File: src/rtl/rr_mux_arb.sv
// rr_mux_arb
// N_CH producers compete for a single registered output word. The winner of
// each cycle is chosen in hardware, either round-robin (MODE 0) or by fixed
// priority with channel 0 highest (MODE 1). Both sides use a valid/ready
// handshake.
//
// Ports:
//   clk        single clock, rising edge
//   rst        synchronous, active-high reset
//   in_valid   [N_CH]        channel i presents a word
//   in_data    [N_CH*WIDTH]  channel i occupies [i*WIDTH +: WIDTH]
//   in_ready   [N_CH]        one-hot or zero; granted channel accepted this cycle
//   out_valid                output register holds a valid word
//   out_data   [WIDTH]       registered data word
//   out_sel    [SEL_W]       channel that supplied out_data
//   out_ready                consumer takes the word this cycle
module rr_mux_arb #(
  parameter int N_CH  = 4,
  parameter int WIDTH = 8,
  parameter int MODE  = 0,
  localparam int SEL_W = ($clog2(N_CH) > 1) ? $clog2(N_CH) : 1
) (
  input  logic                  clk,
  input  logic                  rst,
  input  logic [N_CH-1:0]       in_valid,
  input  logic [N_CH*WIDTH-1:0] in_data,
  output logic [N_CH-1:0]       in_ready,
  output logic                  out_valid,
  output logic [WIDTH-1:0]      out_data,
  output logic [SEL_W-1:0]      out_sel,
  input  logic                  out_ready
);

  typedef enum logic [0:0] {
    ST_EMPTY = 1'b0,
    ST_FULL  = 1'b1
  } state_t;

  state_t             state_r;
  state_t             state_s;
  logic [SEL_W-1:0]   ptr_r;
  logic [SEL_W-1:0]   ptr_nxt_s;
  logic [SEL_W-1:0]   grant_s;
  logic [SEL_W-1:0]   sel_r;
  logic [WIDTH-1:0]   data_r;
  logic [WIDTH-1:0]   win_data_s;
  logic [SEL_W:0]     idx_s;
  logic               found_s;
  logic               any_s;
  logic               free_s;
  logic               load_s;

  assign any_s     = |in_valid;
  assign free_s    = (state_r == ST_EMPTY) || out_ready;
  assign load_s    = free_s && any_s;
  assign out_valid = (state_r == ST_FULL);
  assign out_data  = data_r;
  assign out_sel   = sel_r;

  // Arbiter: pick the winning channel from in_valid, ptr_r and MODE.
  always_comb begin
    grant_s = '0;
    found_s = 1'b0;
    idx_s   = '0;
    if (MODE == 32'sd1) begin
      // Scan downward so the lowest valid index is the last one written.
      for (int i = N_CH - 1; i >= 0; i--) begin
        if (in_valid[i]) begin
          grant_s = SEL_W'(i);
        end else begin
          grant_s = grant_s;
        end
      end
    end else begin
      // Search from ptr_r upward, wrapping explicitly so non-power-of-two
      // channel counts never index past N_CH-1.
      for (int k = 0; k < N_CH; k++) begin
        idx_s = {1'b0, ptr_r} + (SEL_W + 1)'(k);
        if (idx_s >= (SEL_W + 1)'(N_CH)) begin
          idx_s = idx_s - (SEL_W + 1)'(N_CH);
        end else begin
          idx_s = idx_s;
        end
        if (!found_s && in_valid[idx_s[SEL_W-1:0]]) begin
          grant_s = idx_s[SEL_W-1:0];
          found_s = 1'b1;
        end else begin
          found_s = found_s;
        end
      end
    end
  end

  // Handshake: only the granted channel sees ready, and only if the slot is free.
  always_comb begin
    in_ready = '0;
    if (load_s) begin
      in_ready[grant_s] = 1'b1;
    end else begin
      in_ready = '0;
    end
  end

  // Data select: constant-index mux keeps in_data slicing simple.
  always_comb begin
    win_data_s = '0;
    for (int i = 0; i < N_CH; i++) begin
      if (grant_s == SEL_W'(i)) begin
        win_data_s = in_data[i*WIDTH +: WIDTH];
      end else begin
        win_data_s = win_data_s;
      end
    end
  end

  // Next round-robin pointer: one past the winner, wrapped at N_CH.
  always_comb begin
    ptr_nxt_s = ptr_r;
    if (MODE == 32'sd0) begin
      if (grant_s == SEL_W'(N_CH - 1)) begin
        ptr_nxt_s = '0;
      end else begin
        ptr_nxt_s = grant_s + SEL_W'(1);
      end
    end else begin
      ptr_nxt_s = ptr_r;
    end
  end

  // Output-slot FSM next state: EMPTY/FULL tracking of the output register.
  always_comb begin
    state_s = state_r;
    case (state_r)
      ST_EMPTY: begin
        if (any_s) begin
          state_s = ST_FULL;
        end else begin
          state_s = ST_EMPTY;
        end
      end
      ST_FULL: begin
        if (out_ready) begin
          state_s = any_s ? ST_FULL : ST_EMPTY;
        end else begin
          state_s = ST_FULL;
        end
      end
      default: state_s = ST_EMPTY;
    endcase
  end

  // State register for the output-slot FSM.
  always_ff @(posedge clk) begin
    if (rst) begin
      state_r <= ST_EMPTY;
    end else begin
      state_r <= state_s;
    end
  end

  // Output word, source index and pointer: updated only on a transfer.
  always_ff @(posedge clk) begin
    if (rst) begin
      data_r <= '0;
      sel_r  <= '0;
      ptr_r  <= '0;
    end else if (load_s) begin
      data_r <= win_data_s;
      sel_r  <= grant_s;
      ptr_r  <= ptr_nxt_s;
    end else begin
      data_r <= data_r;
      sel_r  <= sel_r;
      ptr_r  <= ptr_r;
    end
  end

endmodule
File: config.mk
export PLATFORM = sky130hd
export DESIGN_NAME = rr_mux_arb
export DESIGN_NICKNAME = d
export VERILOG_FILES = /design/src/rtl/rr_mux_arb.sv
export SDC_FILE = /design/constraint.sdc
export NUM_CORES = 1
export LEC_CHECK = 0
export ABC_AREA = 1
export CORE_UTILIZATION = 40
export DETAILED_ROUTE_END_ITERATION = 6
export GPL_TIMING_DRIVEN = 0
export PLACE_DENSITY = 0.88
export SKIP_LAST_GASP = 1
export SYNTH_ARGS = -nofsm -noshare
export SYNTH_HDL_FRONTEND = slang
export SYNTH_SLANG_ARGS = --single-unit
File: constraint.sdc
create_clock -name clk -period 2.7 [get_ports clk]
set_input_delay 0.405 -clock clk [delete_from_list [all_inputs] [get_ports clk]]
set_output_delay 0.405 -clock clk [all_outputs]
set_load 0.01 [all_outputs]
======== Yosys cells after proc, flatten, opt, wreduce, memory -nomap -nowiden ========
Cells that the tools add are included.
operators by class
  add/subtract/negate cells ............... 8
  $lt $le $gt $ge ......................... 10
  equality and inequality tests ........... 3
  mux-type cells .......................... 30
  bitwise gates (word level) .............. 1
  reductions and logical operators ........ 11
operators with widths
  cell                                                                   number
  8-bit 2-to-1 mux                                                       4
  2-bit 2-to-1 mux                                                       9
  2-bit by 3-bit < comparator with 1-bit output, second input constant   5
  1-bit 2-to-1 mux                                                       10
  3-bit >= comparator, second input constant                             3
  1-bit binary-select mux with 2-bit select                              4
  2-bit by 1-bit subtractor with 2-bit output, second input constant     4
  2-bit by 2-bit adder with 3-bit output, second input constant          2
  1-bit logical AND                                                      5
  2-bit == test, second input constant                                   2
  4-bit 2-to-1 mux                                                       1
  4-bit OR reduction                                                     1
  2-bit by 1-bit adder with 3-bit output, second input constant          1
  2-bit by 3-bit >= comparator with 1-bit output, second input constant  1
  1-bit zero test                                                        3
  2-bit by 1-bit adder with 2-bit output, second input constant          1
  1-bit demux with 2-bit select                                          1
  2-bit by 1-bit == test with 1-bit output, second input constant        1
  2-bit by 1-bit >= comparator with 1-bit output, second input constant  1
  2-bit zero test                                                        1
  1-bit case mux with 2 select lines                                     1
  1-bit logical OR                                                       1
  1-bit inverter                                                         1
storage, ports and cells
  register bits after elaboration ......... 13
  input bits .............................. 39
  output and inout port bits .............. 15
  word-level logic and storage cells ...... 67

======== Longest topological paths before layout ========
  depth in word-level cells ............... 19
  gate-level depth with buffers ........... 21
  mapped depth without buffers ............ 19

======== Worst setup path after synthesis ========
No wires, ideal clock.
  kind .................................... flip-flop to output port
  start ................................... reg ptr_r[0]
  end ..................................... out in_ready[1]
  arrival time ............................ 1.913 ns
  data required time ...................... 2.295 ns
  setup slack ............................. 0.382 ns
  stages on the path, launching flop included .. 16
  path buffers ............................ 2
  path through ............................ dfxtp_1 -> buf_6 -> inv_6 -> nand2_2 -> and2_4 -> o21ai_2 -> inv_1 -> nand2_2 -> nand2_1 -> o21ai_2 -> nand2_1 -> inv_1 -> ha_1 -> buf_2 -> clkinv_1 -> nor2_1
on the way
  cells in the longest elaborated chain, start to end .. 19
  elaborated cells between the ends (all ways) .. 42
  those cells by class .................... 7 x add/sub; 6 x order compare; 22 x mux; 7 x reduce/logical
ends and longest elaborated chain
  what                                                                                                                                          line  text
  start: declaration                                                                                                                            41    logic [SEL_W-1:0] ptr_r;
  start signal: assignment                                                                                                                      170   ptr_r <= ptr_nxt_s;
  start signal: assignment                                                                                                                      174   ptr_r <= ptr_r;
  branches (longest 13 deep; another with 2-bit by 1-bit adder with 3-bit output)                                                               --
  2-bit 2-to-1 mux *                                                                                                                            84    if (!found_s && in_valid[idx_s[SEL_W-1:0]]) begin
  named net grant_s[1]                                                                                                                          43    logic [SEL_W-1:0] grant_s;
  2-bit by 3-bit < comparator with 1-bit output (not written as such) / 2-bit by 1-bit >= comparator with 1-bit output (equally long branches)  98    in_ready[grant_s] = 1'b1;
  1-bit logical AND (not written as such)                                                                                                       98
  1-bit 2-to-1 mux (not written as such)                                                                                                        98
  1-bit demux with 2-bit select *                                                                                                               98
  4-bit 2-to-1 mux *                                                                                                                            97    if (load_s) begin
  end: declaration                                                                                                                              27    output logic [N_CH-1:0] in_ready,
Mark *: on every way through the listed nets, which the timed path passes. The select of a mux whose other input is x is not followed.

======== Final worst setup path ========
  start ................................... reg ptr_r[0]
  end ..................................... out in_ready[3]
Same word-level chain as after synthesis.

==> key figures <==
CTS
  • TritonCTS buffer count: 3
  • CTS max path bufs: 2
  • Clock Latency Late Sink: 0.27 ns
  • Hold Buf Count CTS: 0
  • CTS H-tree lvls: 1
  • Clk slew on worst S/H paths: 0.08 ns
  • CTS tree: done
  • Total clock sinks: 13
  • CTS Root Cell: clkbuf_4

Setup path
  • CP Launch Type: flip-flop
  • Crit-path max cell delay: 0.32 ns
  • R2r startpoint: ptr_r[0]
  • Delay-heaviest family, CP: buffers and inverters
  • CP arrival: 2.24 ns
  • Reg-to-reg endpoint: out_data[2]
  • R2R setup slack: 0.20 ns
  • Worst Setup End Kind: output pin
  • Crit path top cell by count: nand2_2
  • Slowest CP cell: dfxtp_1
  • Critical path class: flip-flop to output pin
  • Critical-path cell list: buf_6, inv_6, nand2_2, and2_4, o21ai_4, buf_4, nand4_1, nand2_2, ha_2, inv_2, clkbuf_8, nor2_1, buf_2
  • Critical path buffers and inverters: 6
  • CP Max Fanout: 10
  • Reg2Reg Depth: 17
  • WP data required: 2.30 ns

Min path
  • Hold Crit Depth: 2
  • Worst min-delay path class: flip-flop to flip-flop
  • Hold Crit Start: out_data[6]
  • Hold worst-path end: out_data[6]

Yosys
  • Yosys Warn Count: 0
  • Most frequent cell after synthesis: nand2_1
  • Ys flop type: dfxtp_1
  • EDFF count, synth: 0
  • Synthesized flop and latch total: 13
  • Most instantiated cells after synthesis: 37 x nand2_1, 26 x a21oi_1, 20 x o21ai_0, 18 x inv_1, 13 x dfxtp_1
  • Top cells by area, synth: dfxtp_1 24%, nand2_1 13%, a21oi_1 12%, o21ai_0 9.1%, inv_1 6.2%
  • Synth cell types: 23
  • Synthesized area: 1096 um2
  • Ys async rst share: 0%
  • Syn avg cell area: 6.372 um2
  • Top cell type's share of synthesized area: 23.74%
  • Cell taking the most area after synthesis: dfxtp_1
  • Cells after Synth: 172
  • Syn_nets: 215
  • Sequential area share after synthesis: 23.74%

Cells and area
  • # diodes: 0
  • Area growth, synth to finish: 70.43%
  • Fin cells: 271
  • Fin util: 74.06%
  • Final #Nets: 285
  • Share of cells above drive strength 1: 28.22%

Global route
  • Initial antenna violation count: 0
  • Total gr overflow: 0
  • Met2 Track Usage GR: 35.77%
  • Vias in the first global route: 1130
  • Met3 Usage GRT: 1.111%
  • Busiest grt layer: met2
  • Pin count of the biggest net entering global routing: 11
  • Tot GR Track Use: 22.32%
  • First-pass GRT wire length: 4.830 mm
  • Met1 GRT Util: 31.36%

Detailed routing
  • Final WL: 3.716 mm
  • DR vias/cell: 5.173
  • ANT nets after route: 0
  • Avg WL per Cell: 13.71 um
  • DR iter-0 viols: 43
  • Pre-antenna DRT Iters: 4
  • DR vias: 1402
  • # DRC: 0

Die
  • Core area: 2522 um2
  • Row cnt: 18
  • DIE WIDTH: 54.35 um
  • IO Pins: 54
  • Initial Utilization: 43.45%
  • Height of the die: 54.35 um
  • Die area: 2953 um2

Power
  • Switching Share: 49.62%
  • Static Leak: 0.0008699 uW
  • Power Density: 1262 nW/um2
  • Psw: 1169 uW
  • Clock power frac: 5.1%
  • Worst VDD drop: 0.8606 mV
  • Seq pwr share: 12.7%
  • Gate power share: 82.2%
  • Internal power: 1187 uW
  • Total power: 2357 uW

Timing
  • Crit path time final: 2.645 ns
  • Worst-Margin Slew: 0.4709 ns
  • Finish-stage setup viols: 0
  • Final Max Tran Viols: 0
  • Worst Setup Slack, final: 0.05513 ns
  • Fmax: 378.1 MHz
  • Clock Skews: 0.002598 ns
  • Tcrit/Tclk final: 97.96%
  • RSZ-0062 raised after global routing: true
  • Endpoints failing hold: 0
  • Slew HR: 68.61%

Placed design
  • Placed cells: 255
  • HPWL after DPL: 2.366 mm
  • Gpl congestion: 0.8575
  • Port bufs: 53
  • Post-Place Setup Slack: -0.7662 ns

Run status
  • Status: completed

Job
  • Max cap viols: 0
per-layer routing:
layer / wire length [um] / vias to the layer above
li1: - / 701
met1: 1633 / 638
met2: 1814 / 49
met3: 169 / 14
met4: 98 / 0
met5: 0 / -
stage by stage:
| step | cell area (um2) | hold slack [ns] | setup TNS, ns |
|---|---|---|---|
| finish | 1868 | 0.4667 | 0 |
| global route | 1868 | 0.4783 | -0.2571 |
| CTS | 1785 | 0.4696 | 0 |
| detailed placement | 1664 | 0.4579 | -5.076 |
| global placement | 1664 | 0.4527 | -4.706 |
| floorplan | 1096 | 0.4882 | 0 |
worst min-delay path, cell delays in order (launching register included):
cell	delay [ns]
dfxtp_1	0.31
nand2_1	0.06
a21oi_1	0.06
final cells by class:
| cell class | instances | area, um2 |
|---|---|---|
| fillers | 188 | 654.4 |
| flip-flops and latches | 13 | 261.5 |
| clock buffers | 4 | 26.28 |
| well taps | 30 | 37.54 |
| multi-input cells | 129 | 775.7 |
| inverters | 22 | 98.84 |
| plain buffers | 5 | 37.54 |
| repair buffers | 68 | 630.6 |
timing repair:
item / in CTS / in global routing
resized for setup: 30 / 20
cloned: 0 / 1
setup endpoints to repair: 9 / 12
setup buffers: 7 / 7
pin swaps: 3 / 8
how the worst max path moves through the flow:
stage                     start          end  slack [ns]  cells after the start
floorplan              ptr_r[0]  in_ready[1]        0.38                     15
CTS                 in_valid[1]  in_ready[2]       0.007                     15
finish                 ptr_r[0]  in_ready[3]        0.06                     13
detailed placement  in_valid[3]  in_ready[2]       -0.77                     16
global route           ptr_r[0]  in_ready[1]       -0.06                     15
global placement    in_valid[3]  in_ready[2]       -0.73                     16
cell usage in the layout (no fill, tap or decap), types with 2 or more instances in the layout:
cell type / instances
nand4_1: 3
clkbuf_1: 3
nand2_2: 12
nand2_4: 5
o21ai_4: 2
o21ai_0: 20
nor2_1: 5
buf_2: 5
clkdlybuf4s50_1: 45
nand3_1: 10
inv_2: 9
clkbuf_4: 3
nand2_1: 34
ha_4: 2
ha_2: 2
inv_1: 10
dfxtp_1: 12
a21oi_1: 26
dlymetal6s2s_1: 4
buf_4: 14
cell families (layout without fill, tap and decap cells):
group           count (synthesis)  count (layout)  share of synthesized area [%]
compound gates                 51              51                          24.77
fa+ha+maj                       4               4                          4.566
buf+inv                        30              99                          11.64
flops                          13              13                          23.74
simple gates                   74              74                          35.27
power by group through the flow:
stage                     clock network [uW]  logic (uW)  registers, uW
after floorplan                            0        1020            315
after global placement                     0        1460            293
after detailed placement                   0        1490            294
after CTS                                121        1730            290
after global routing                     130        2100            304
final                                    119        1940            299
flip-flops by register name, summed over array words and instances, names as in the netlist:
name       count
ptr_r          2
out_valid      1
out_sel        2
out_data       8
Power figures use the tool's default switching activity.
